==> src/rtl/mux_scan_pkg.sv <==
// mux_scan_pkg
//   Shared types and constants for the N-to-1 fixed/scan multiplexer.
//   - state_e    : controller states (IDLE, SCAN, DONE)
//   - MODE_FIXED : mode input value selecting channel s every free cycle
//   - MODE_SCAN  : mode input value enabling start-triggered channel scans
//   - sel_width  : channel index width for a given channel count (min 1)
package mux_scan_pkg;

    typedef enum logic [1:0] {
        ST_IDLE = 2'd0,
        ST_SCAN = 2'd1,
        ST_DONE = 2'd2
    } state_e;

    localparam logic MODE_FIXED = 1'b0;
    localparam logic MODE_SCAN  = 1'b1;

    function automatic int sel_width(input int n);
        return ($clog2(n) > 1) ? $clog2(n) : 1;
    endfunction

endpackage

==> src/rtl/mux_nto1.sv <==
// mux_nto1
//   Purely combinational N-to-1 channel selector.
//   Ports:
//     d_i   [N_CH*W-1:0] packed channel data, channel k at d_i[k*W +: W]
//     idx_i [SEL_W-1:0]  channel index
//     q_o   [W-1:0]      selected channel, zero when idx_i >= N_CH
module mux_nto1 #(
    parameter int N_CH  = 8,
    parameter int W     = 1,
    parameter int SEL_W = 3
) (
    input  logic [N_CH*W-1:0] d_i,
    input  logic [SEL_W-1:0]  idx_i,
    output logic [W-1:0]      q_o
);

    // An index with no matching channel leaves the zero default in place,
    // which covers the out-of-range case for non power-of-two N_CH.
    always_comb begin
        q_o = '0;
        for (int k = 0; k < N_CH; k++) begin
            if (int'(idx_i) == k) begin
                q_o = d_i[k*W +: W];
            end
        end
    end

endmodule

==> src/rtl/mux_scan_nto1.sv <==
// mux_scan_nto1
//   N-to-1 multiplexer with a registered output slot and two modes:
//   fixed-select (load channel s every free cycle) and scan (on start, walk
//   channels 0..N_CH-1 once, emitting only channels whose d_vld is set,
//   honouring downstream backpressure, then pulse done).
//   Ports:
//     clk    sole clock, rising edge
//     rst_n  asynchronous active-low reset
//     d      [N_CH*W-1:0] packed channel data, channel k at d[k*W +: W]
//     d_vld  [N_CH-1:0]   per-channel data-present flags
//     mode   0 = fixed-select, 1 = scan (sampled in IDLE only)
//     s      [SEL_W-1:0]  fixed-mode channel select
//     start  begins a scan (IDLE with mode=1 only)
//     y      [W-1:0]      registered selected data
//     y_ch   [SEL_W-1:0]  channel index of the data in y
//     y_vld  output slot valid
//     y_rdy  downstream ready
//     busy   high while scanning
//     done   one-cycle pulse at the end of a scan
module mux_scan_nto1
    import mux_scan_pkg::*;
#(
    parameter  int N_CH  = 8,
    parameter  int W     = 1,
    localparam int SEL_W = sel_width(N_CH)
) (
    input  logic              clk,
    input  logic              rst_n,
    input  logic [N_CH*W-1:0] d,
    input  logic [N_CH-1:0]   d_vld,
    input  logic              mode,
    input  logic [SEL_W-1:0]  s,
    input  logic              start,
    output logic [W-1:0]      y,
    output logic [SEL_W-1:0]  y_ch,
    output logic              y_vld,
    input  logic              y_rdy,
    output logic              busy,
    output logic              done
);

    state_e             state_q, state_d;
    logic [SEL_W-1:0]   ptr_q, ptr_d;
    logic [W-1:0]       y_q, y_d;
    logic [SEL_W-1:0]   y_ch_q, y_ch_d;
    logic               y_vld_q, y_vld_d;

    logic               slot_free;
    logic [SEL_W-1:0]   idx;
    logic [W-1:0]       sel_dat;
    logic               sel_vld;
    logic               last_ch;

    // Slot can accept new data if empty or being drained this cycle.
    assign slot_free = ~y_vld_q | y_rdy;

    // Single index mux shared by both paths: scan pointer while scanning,
    // external select otherwise.
    assign idx     = (state_q == ST_SCAN) ? ptr_q : s;
    assign last_ch = (ptr_q == SEL_W'(N_CH - 1));

    mux_nto1 #(.N_CH(N_CH), .W(W), .SEL_W(SEL_W)) u_sel_dat (
        .d_i   (d),
        .idx_i (idx),
        .q_o   (sel_dat)
    );

    mux_nto1 #(.N_CH(N_CH), .W(1), .SEL_W(SEL_W)) u_sel_vld (
        .d_i   (d_vld),
        .idx_i (idx),
        .q_o   (sel_vld)
    );

    always_comb begin
        state_d = state_q;
        ptr_d   = ptr_q;
        y_d     = y_q;
        y_ch_d  = y_ch_q;
        y_vld_d = y_vld_q;

        case (state_q)
            ST_IDLE: begin
                if (mode == MODE_FIXED) begin
                    if (slot_free) begin
                        y_d     = sel_dat;
                        y_ch_d  = s;
                        y_vld_d = sel_vld;
                    end
                end else if (start) begin
                    // Slot deliberately left untouched on the start cycle.
                    state_d = ST_SCAN;
                    ptr_d   = '0;
                end else if (slot_free) begin
                    y_vld_d = 1'b0;
                end
            end

            ST_SCAN: begin
                if (!sel_vld || slot_free) begin
                    if (sel_vld) begin
                        y_d     = sel_dat;
                        y_ch_d  = ptr_q;
                        y_vld_d = 1'b1;
                    end else if (slot_free) begin
                        // Drained word is not re-presented while skipping.
                        y_vld_d = 1'b0;
                    end
                    // Pointer parks on the last channel rather than wrapping.
                    if (last_ch) begin
                        state_d = ST_DONE;
                    end else begin
                        ptr_d = ptr_q + SEL_W'(1);
                    end
                end
            end

            ST_DONE: begin
                state_d = ST_IDLE;
                if (slot_free) begin
                    y_vld_d = 1'b0;
                end
            end

            default: begin
                state_d = ST_IDLE;
            end
        endcase
    end

    always_ff @(posedge clk or negedge rst_n) begin
        if (!rst_n) begin
            state_q <= ST_IDLE;
            ptr_q   <= '0;
            y_q     <= '0;
            y_ch_q  <= '0;
            y_vld_q <= 1'b0;
        end else begin
            state_q <= state_d;
            ptr_q   <= ptr_d;
            y_q     <= y_d;
            y_ch_q  <= y_ch_d;
            y_vld_q <= y_vld_d;
        end
    end

    assign y     = y_q;
    assign y_ch  = y_ch_q;
    assign y_vld = y_vld_q;
    assign busy  = (state_q == ST_SCAN);
    assign done  = (state_q == ST_DONE);

endmodule
==> config.mk <==
export PLATFORM = sky130hd
export DESIGN_NAME = mux_scan_nto1
export DESIGN_NICKNAME = d
export VERILOG_FILES = /design/src/rtl/mux_scan_pkg.sv /design/src/rtl/mux_nto1.sv /design/src/rtl/mux_scan_nto1.sv
export SDC_FILE = /design/constraint.sdc
export NUM_CORES = 1
export LEC_CHECK = 0
export CAP_MARGIN = 20
export CORE_MARGIN = 1.5
export CORE_UTILIZATION = 40
export CTS_BUF_LIST = sky130_fd_sc_hd__clkbuf_2
export DETAILED_ROUTE_END_ITERATION = 8
export HOLD_SLACK_MARGIN = 0.12
export PLACE_DENSITY = 0.74
export SYNTH_ARGS = -nofsm -noshare
export SYNTH_HDL_FRONTEND = slang
export SYNTH_HIERARCHICAL = 1
export SYNTH_SLANG_ARGS = --single-unit
==> constraint.sdc <==
create_clock -name clk -period 5.74 [get_ports clk]
set_input_delay 1.148 -clock clk [delete_from_list [all_inputs] [get_ports clk]]
set_output_delay 1.148 -clock clk [all_outputs]
set_load 0.01 [all_outputs]
# --- After elaboration in Yosys (flattened, before gate mapping) ---
# Index checks and enable logic that the tools add are counted.
classes:
  addsub: 1
  n_eq_ne: 20
  n_mux: 44
  bitwise_logic: 2
  reduce_logical: 10
ops:
  columns: ["operator", "count"]
  rows:
  - ["$mux 3", 9]
  - ["$mux 1", 26]
  - ["$eq 3x3->1 const B", 5]
  - ["$pmux 3 s2", 2]
  - ["$ne 2x2->1 const B", 5]
  - ["$reduce_and 5->1", 2]
  - ["$mux 2", 4]
  - ["$reduce_and 4->1", 2]
  - ["$eq 3x2->1 const B", 2]
  - ["$ne 2x1->1 const B", 3]
  - ["$ne 3x3->1 const B", 2]
  - ["$pmux 2 s2", 1]
  - ["$add 3x1->3 const B", 1]
  - ["$eq 3x1->1 const B", 1]
  - ["$logic_not 3->1", 1]
  - ["$pmux 1 s3", 1]
  - ["$reduce_bool 3->1", 1]
  - ["$eq 2x1->1 const B", 1]
  - ["$eq 2x2->1 const B", 1]
  - ["$logic_not 2->1", 1]
  - ["$pmux 1 s2", 1]
  - ["$reduce_bool 2->1", 1]
  - ["$logic_not 1->1", 1]
  - ["$logic_or 1x1->1", 1]
  - ["other kinds (2)", 2]
word_totals:
  ff_bits: 10
  input_bits: 24
  output_inout_bits: 7
  word_cells: 82

# --- Depth between registers and ports, before layout ---
# Gate-level depths: netlist of the first run.
depth:
  ltp_word: 15
  depth_mapped: 10
  mapped_depth_nobuf: 9

# --- By module ---
# Netlist of the first run, hierarchy kept.
modules_own_cells:
  columns: ["mod", "n_inst", "cells_each", "area_each_um2", "seq_area_each_um2"]
  rows:
  - ["mux_scan_nto1", 1, 60, 671.9, 250.2]
  - ["mux_nto1", 2, 3, 63.8, 0.0]

# --- Least setup slack after synthesis of the first run ---
# No wires, ideal clock.
synth_path:
  path_kind: "in2reg"
  startpoint: "input s[1]"
  endpoint: "register ptr_q[0]"
  setup_time_ns: 0.125
  t_arrival_ns: 2.853
  t_required_ns: 5.615
  slack_ns: 2.762
  path_stages: 6
  n_path_buf: 0
  cell_sequence: "mux2_2 -> mux4_1 -> mux2_2 -> a31o_4 -> nor2_4 -> mux2_4"
synth_via:
  elab_chain_cells: 14
  word_cells_on_any_way: 21
  classes_between: "eq/ne: 8; mux: 9; reduce/logical: 4"
synth_lines:
  columns: ["element", "line", "source"]
  rows:
  - ["start, declared", "mux_scan_nto1.sv:32", "input logic [SEL_W-1:0] s,"]
  - ["$mux 3 *", "mux_scan_nto1.sv:59", "assign idx = (state_q == ST_SCAN) ? ptr_q : s;"]
  - ["$logic_not 3->1", "mux_nto1.sv:22", "if (int'(idx_i) == k) begin"]
  - ["$mux 1 (7 in series)", "mux_nto1.sv:22", null]
  - ["$mux 1 *", "mux_nto1.sv:22", null]
  - ["named net sel_vld", "mux_scan_nto1.sv:51", "logic sel_vld;"]
  - ["$logic_not 1->1 *", "mux_scan_nto1.sv:99", "if (!sel_vld || slot_free) begin"]
  - ["$logic_or 1x1->1 *", "mux_scan_nto1.sv:99", null]
  - ["$ne 2x1->1 (no source line) *", null, null]
  - ["$reduce_and 5->1 (no source line) *", null, null]
  - ["end signal, assigned", "mux_scan_nto1.sv:139", "ptr_q <= ptr_d;"]
  - ["end, declared", "mux_scan_nto1.sv:43", "logic [SEL_W-1:0] ptr_q, ptr_d;"]
# The timed path passes the listed nets; every way through them passes the cells marked *.
# A chain may end at the register's enable or synchronous reset.

# --- Final worst setup path of the first run ---
layout_path:
  startpoint: "input s[1]"
  endpoint: "register ptr_q[0]"
layout_via:
  elab_chain_cells: 14
  word_cells_on_any_way: 21
  classes_between: "eq/ne: 8; mux: 9; reduce/logical: 4"
layout_lines:
  columns: ["element", "line", "source"]
  rows:
  - ["$mux 3 *", "mux_scan_nto1.sv:59", null]
  - ["named net idx[1]", "mux_scan_nto1.sv:49", "logic [SEL_W-1:0] idx;"]
  - ["$logic_not 3->1", "mux_nto1.sv:22", null]
  - ["$mux 1 (7 in series)", "mux_nto1.sv:22", null]
  - ["$mux 1 *", "mux_nto1.sv:22", null]
  - ["named net sel_vld", "mux_scan_nto1.sv:51", null]
  - ["$logic_not 1->1 *", "mux_scan_nto1.sv:99", null]
  - ["$logic_or 1x1->1 *", "mux_scan_nto1.sv:99", null]
  - ["$ne 2x1->1 (no source line) *", null, null]
  - ["$reduce_and 5->1 (no source line) *", null, null]
# Marks and branches as above.

==> results of run 1 <==
## sequential cells by signal (all words and copies together), names as in the netlist
name,cells
y_ch,3
ptr_q,3
state_q,2
y_vld,1
y,1
## cell families (layout without fill, tap and decap cells)
| group | after synthesis | after routing | synth area share (%) |
|---|---|---|---|
| fa+ha+maj | 6 | 6 | 9.389 |
| mux | 18 | 18 | 32.71 |
| compound gates | 14 | 14 | 15.18 |
| flops | 10 | 10 | 31.30 |
| simple gates | 9 | 9 | 7.041 |
| buf+inv | 9 | 41 | 4.381 |
## cells in the mapped netlist
master and instances:
buf_2 1, nand3_1 1, mux2i_1 4, inv_1 8
nand2_1 4, o21a_1 1, mux2_2 9, mux2_4 1
o22ai_1 1, ha_1 6, mux4_1 4, o21ai_2 1
dfrtp_1 10, a21boi_4 1, nor3b_1 1, nor2b_4 1
o2111ai_2 1, a21o_1 1, a21oi_1 3, a22o_1 1
o21ai_0 2, nor2_4 1, a31oi_1 1, a31o_4 1
nor2_1 1
## area by class of cell
type                    count  area share (%)
well taps                  25           2.741
repair buffers             30           26.32
flip-flops and latches     10           21.93
clock buffers               3           1.316
inverters                   8           2.632
multi-input cells          47           45.07
## how the worst max path moves through the flow
stage	slack, ns	start	cells after the start	to
after floorplan	2.76	s[1]	6	ptr_q[0]
after global placement	2.27	s[1]	7	ptr_q[0]
after detailed placement	2.25	s[1]	7	ptr_q[0]
after CTS	2.52	s[1]	7	ptr_q[0]
after global routing	2.51	s[1]	7	ptr_q[0]
final	2.52	s[1]	7	ptr_q[0]
## through the flow
stage | instance area [um^2] | utilization, % | hold slack, ns
floorplan | 799.5 | - | 0.5106
global placement | 1126 | 62.50 | 0.4910
detailed placement | 1126 | 62.50 | 0.4974
CTS | 1141 | 63.33 | 0.5189
global route | 1141 | 63.33 | 0.5449
finish | 1141 | 63.33 | 0.5162
## routing by layer
layer,up-vias,part of all wire (%)
li1,309,-
met1,300,42
met2,31,49
met3,4,7.3
met4,0,1.3
met5,-,0
## power groups by stage
stage | Clock [mW] | Sequential (mW) | Combinational, mW
2_1_floorplan | 0 | 0.128 | 0.255
3_3_place_gp | 0 | 0.123 | 0.352
3_5_place_dp | 0 | 0.124 | 0.359
4_1_cts | 0.0394 | 0.122 | 0.363
5_1_grt | 0.0448 | 0.127 | 0.392
6_report | 0.0391 | 0.122 | 0.356
==> impl_metrics.csv, run 1 <==
group,metric,value,unit
status,status,"completed",
worst_hold_path,min_from,"y_ch[0]",
sta,setup_slack,2.518,ns
power_and_ir_drop,intPower,0.3181,mW
clock_network,cts-root-buf,"clkbuf_2",
power_and_ir_drop,cellPowerDensity,453.2,nW/um^2
grt,grt_util_all_layers,17.96,%
grt,grt_pass1_wl,2753,um
clock_network,cts_max_level,1,
grt,overflow,0,
synthesis,yosys_warnings,6,
worst_setup_path,path_max_fanout,5,
finish,stdcell_count,123,
drt,vias,644,
die,die_w,47.71,um
synthesis,synthTopCellsByArea,"dfrtp_1, mux4_1, mux2_2, ha_1, mux2i_1",
synthesis,seq_area_frac_synth,31.30,%
clock_network,cts_hold_buf,0,
place,place.gp.congestion,0.8259,
worst_setup_path,crit_chain,"clkdlybuf4s50_1, mux2_2, mux4_1, mux2_2, a31o_4, nor2_4, mux2_4",
job,cap_viol_max_count,0,
worst_hold_path,min_to,"y_ch[0]",
synthesis,yosysTopAreaCell,"dfrtp_1",
synthesis,ys_ff_latch,10,
finish,final_nets,130,
drt,post_drt_wl_per_cell,13.21,um
synthesis,postSynthCellCount,66,
grt,grt_pass1_vias,655,
synthesis,synth.avg_cell_area,12.11,um^2
drt,drc,0,
power_and_ir_drop,p_sw_share,38.49,%
clock_network,worst_skew_pair.late_latency,0.26,ns
synthesis,synth_top_area_share,31.30,%
grt,use_met2,31.73,%
synthesis,netlist_area,799.5,um^2
worst_setup_path,slowest_stage,"mux4_1",
worst_setup_path,slowest_delay,0.56,ns
die,die_area,2276,um^2
finish,num_antenna_cells,0,
worst_setup_path,crit-reg2reg-launch,"state_q[1]",
die,fp.dieH,47.71,um
sta,maxSlewViolCount,0,
power_and_ir_drop,p_sw,0.1990,mW
place,portBuffers,30,
power_and_ir_drop,ir_drop,0.2283,mV
worst_setup_path,crit_top_cell,"mux2_2",
power_and_ir_drop,power,0.5172,mW
worst_setup_path,ff2ff_setup_slack,2.77,ns
clock_network,cts_made_buffers,3,
grt,grt_use_met1,19.95,%
sta,finalHoldViolations,0,
drt,postRouteAntennaNets,0,
drt,wl,1625,um
die,core-area,1802,um^2
worst_setup_path,reg2reg_depth,8,
power_and_ir_drop,leakage,0.4974,nW
finish,layout_commonest_cell,"clkdlybuf4s50_1",
finish,drive_gt1_share,19.39,%
grt,use_met3,4.906,%
sta,finClkSkew,0.002475,ns
synthesis,ys_types,25,
grt,top_usage_layer,"met2",
sta,rsz0062_at_grt,"no",
finish,synthToLayoutAreaGrowth,42.72,%
place,pre_cts_slack,2.250,ns
place,dp_hpwl,1338,um
finish,multiInputGateArea,514.2,um^2
die,rows,15,
clock_network,clk_pin_slew,0.10,ns
sta,fin_crit_sh,56.13,%
worst_setup_path,critPathKind,"input port to flop",
worst_hold_path,hp-class,"flop to flop",
drt,vias_per_cell,5.236,
synthesis,syn_nets,96,
grt,grt_max_degree,12,
power_and_ir_drop,seqPwrFrac,23.5,%
sta,fmax,310.4,MHz
worst_setup_path,cp_num_buf_inv,1,
sta,relSlewSlack,69.19,%
place,place_inst,120,
worst_setup_path,r2r_end,"ptr_q[0]",
worst_setup_path,critPathCaptureType,"flop",
die,initial_core_util,44.38,%
worst_hold_path,hold_path_depth,1,
die,io_pins,31,
sta,tightestPinTransition,0.4606,ns
drt,first_pass_iters,4,
finish,layout_common_cells,"clkdlybuf4s50_1, dfrtp_1, mux2_2",
clock_network,clock-sinks,10,
sta,finalCriticalPeriod,3.222,ns
power_and_ir_drop,p_comb_share,68.9,%
sta,setup_viol,0,
worst_setup_path,path_delay_family,"multiplexers",
worst_setup_path,required,5.89,ns
sta,fin_tns_setup,0,ns
clock_network,cts_resized,0,
finish,regArea,250.2,um^2
power_and_ir_drop,p_clk_share,7.6,%
worst_setup_path,critPathLaunchType,"input port",
finish,fillers,159,
clock_network,cts_buffer_depth,2,
drt,drt_iter0_drc,2,
grt,antenna_found_initial,0,
worst_setup_path,arrival,3.38,ns
clock_network,post-cts-setup-buffers,0,
clock_network,tritoncts,"yes",
(Power assumes the default switching activity.)
==> run 2, diff against run 1 <==
clock period = 3.3 ns   (was 5.74 ns; I/O delays follow)
==> impl_metrics.csv, run 2 (synthesis results as in run 1) <==
group,metric,value,unit
status,status,"completed",
power_and_ir_drop,leakage,0.5022,nW
sta,finalCriticalPeriod,2.753,ns
worst_setup_path,path_max_fanout,5,
worst_setup_path,critPathKind,"input port to flop",
clock_network,cts_max_level,1,
finish,layout_commonest_cell,"clkdlybuf4s50_1",
die,rows,15,
grt,grt_max_degree,11,
sta,fmax,363.2,MHz
grt,overflow,0,
grt,grt_pass1_wl,2718,um
finish,fillers,165,
clock_network,cts_resized,0,
grt,antenna_found_initial,0,
place,pre_cts_slack,0.2756,ns
sta,fin_tns_setup,0,ns
place,portBuffers,30,
clock_network,cts-root-buf,"clkbuf_2",
clock_network,cts_hold_buf,0,
sta,tightestPinTransition,0.4945,ns
die,die_area,2276,um^2
clock_network,cts_made_buffers,3,
worst_hold_path,hp-class,"flop to flop",
drt,wl,1640,um
place,place.gp.congestion,0.8364,
die,io_pins,31,
die,core-area,1802,um^2
clock_network,clock-sinks,10,
worst_setup_path,arrival,2.89,ns
finish,layout_common_cells,"clkdlybuf4s50_1, dfrtp_1, mux2_2",
drt,drc,0,
clock_network,cts_buffer_depth,2,
job,cap_viol_max_count,0,
drt,vias,644,
clock_network,tritoncts,"yes",
worst_setup_path,critPathLaunchType,"input port",
grt,grt_pass1_vias,656,
drt,post_drt_wl_per_cell,13.23,um
power_and_ir_drop,ir_drop,0.3538,mV
finish,final_nets,131,
grt,grt_util_all_layers,18.04,%
die,initial_core_util,44.38,%
drt,vias_per_cell,5.194,
die,fp.dieH,47.71,um
worst_setup_path,required,3.44,ns
power_and_ir_drop,cellPowerDensity,793.5,nW/um^2
drt,postRouteAntennaNets,0,
die,die_w,47.71,um
finish,utilization,63.75,%
clock_network,clk_pin_slew,0.10,ns
finish,num_antenna_cells,0,
finish,synthToLayoutAreaGrowth,43.66,%
sta,holdWs,0.5201,ns
sta,relSlewSlack,66.93,%
sta,setup_slack,0.5466,ns
sta,maxSlewViolCount,0,
clock_network,post-cts-setup-buffers,0,
place,dp_hpwl,1383,um
drt,drt_iter0_drc,11,
sta,setup_viol,0,
sta,finalHoldViolations,0,
sta,rsz0062_at_grt,"no",
finish,drive_gt1_share,20.20,%
worst_setup_path,critPathCaptureType,"flop",
sta,fin_crit_sh,83.44,%
power_and_ir_drop,power,0.9114,mW
clock_network,worst_skew_pair.late_latency,0.25,ns
drt,first_pass_iters,4,
sta,finClkSkew,0.008401,ns
## run 2: layer usage
| layer | part of all wire, % | track usage [%] | up-vias | wire length (um) |
|---|---|---|---|---|
| met3 | 7.8 | 4.151 | 2 | 128 |
| li1 | - | - | 311 | - |
| met4 | 1.0 | 13.51 | 0 | 17 |
| met2 | 51 | 30.13 | 27 | 844 |
| met5 | 0 | 0 | - | 0 |
| met1 | 40 | 19.71 | 304 | 650 |
## run 2: metrics by stage
step / area, um^2 / cells
2_1_floorplan: 799.5 / 66
3_3_place_gp: 1134 / 121
3_5_place_dp: 1134 / 121
4_1_cts: 1149 / 124
5_1_grt: 1149 / 124
6_report: 1149 / 124
## run 2: worst paths after layout
kind	from	end	slack (ns)	cells after the start
worst min register to register	y_ch[0]	y_ch[0]	0.52	1
worst max register to register	state_q[1]	ptr_q[0]	0.60	8
worst min-delay path	y_ch[0]	y_ch[0]	0.52	1
max in group asynchronous	rst_n	ptr_q[1]	2.23	1
min in group asynchronous	rst_n	y_ch[2]	0.73	1
worst max-delay path	s[1]	ptr_q[0]	0.55	7
## run 2: layout make-up
cell class	instances	area, um^2	area share, %
well taps	25	31.28	2.723
repair buffers	31	307.8	26.80
clock buffers	3	15.01	1.307
inverters	8	30.03	2.614
flip-flops and latches	10	250.2	21.79
multi-input cells	47	514.2	44.77
## run 2: worst max-delay path, cell delays in order
cell,delay (ns)
clkdlybuf4s50_1,0.45
mux2_2,0.21
mux4_1,0.57
mux2_2,0.31
a31o_4,0.24
nor2_4,0.15
mux2_4,0.31
## run 2: where the power goes
part	internal (mW)	switching, mW	total [mW]
Sequential	0.178	0.0354	0.213
Combinational	0.358	0.274	0.632
Clock	0.0248	0.0415	0.0663
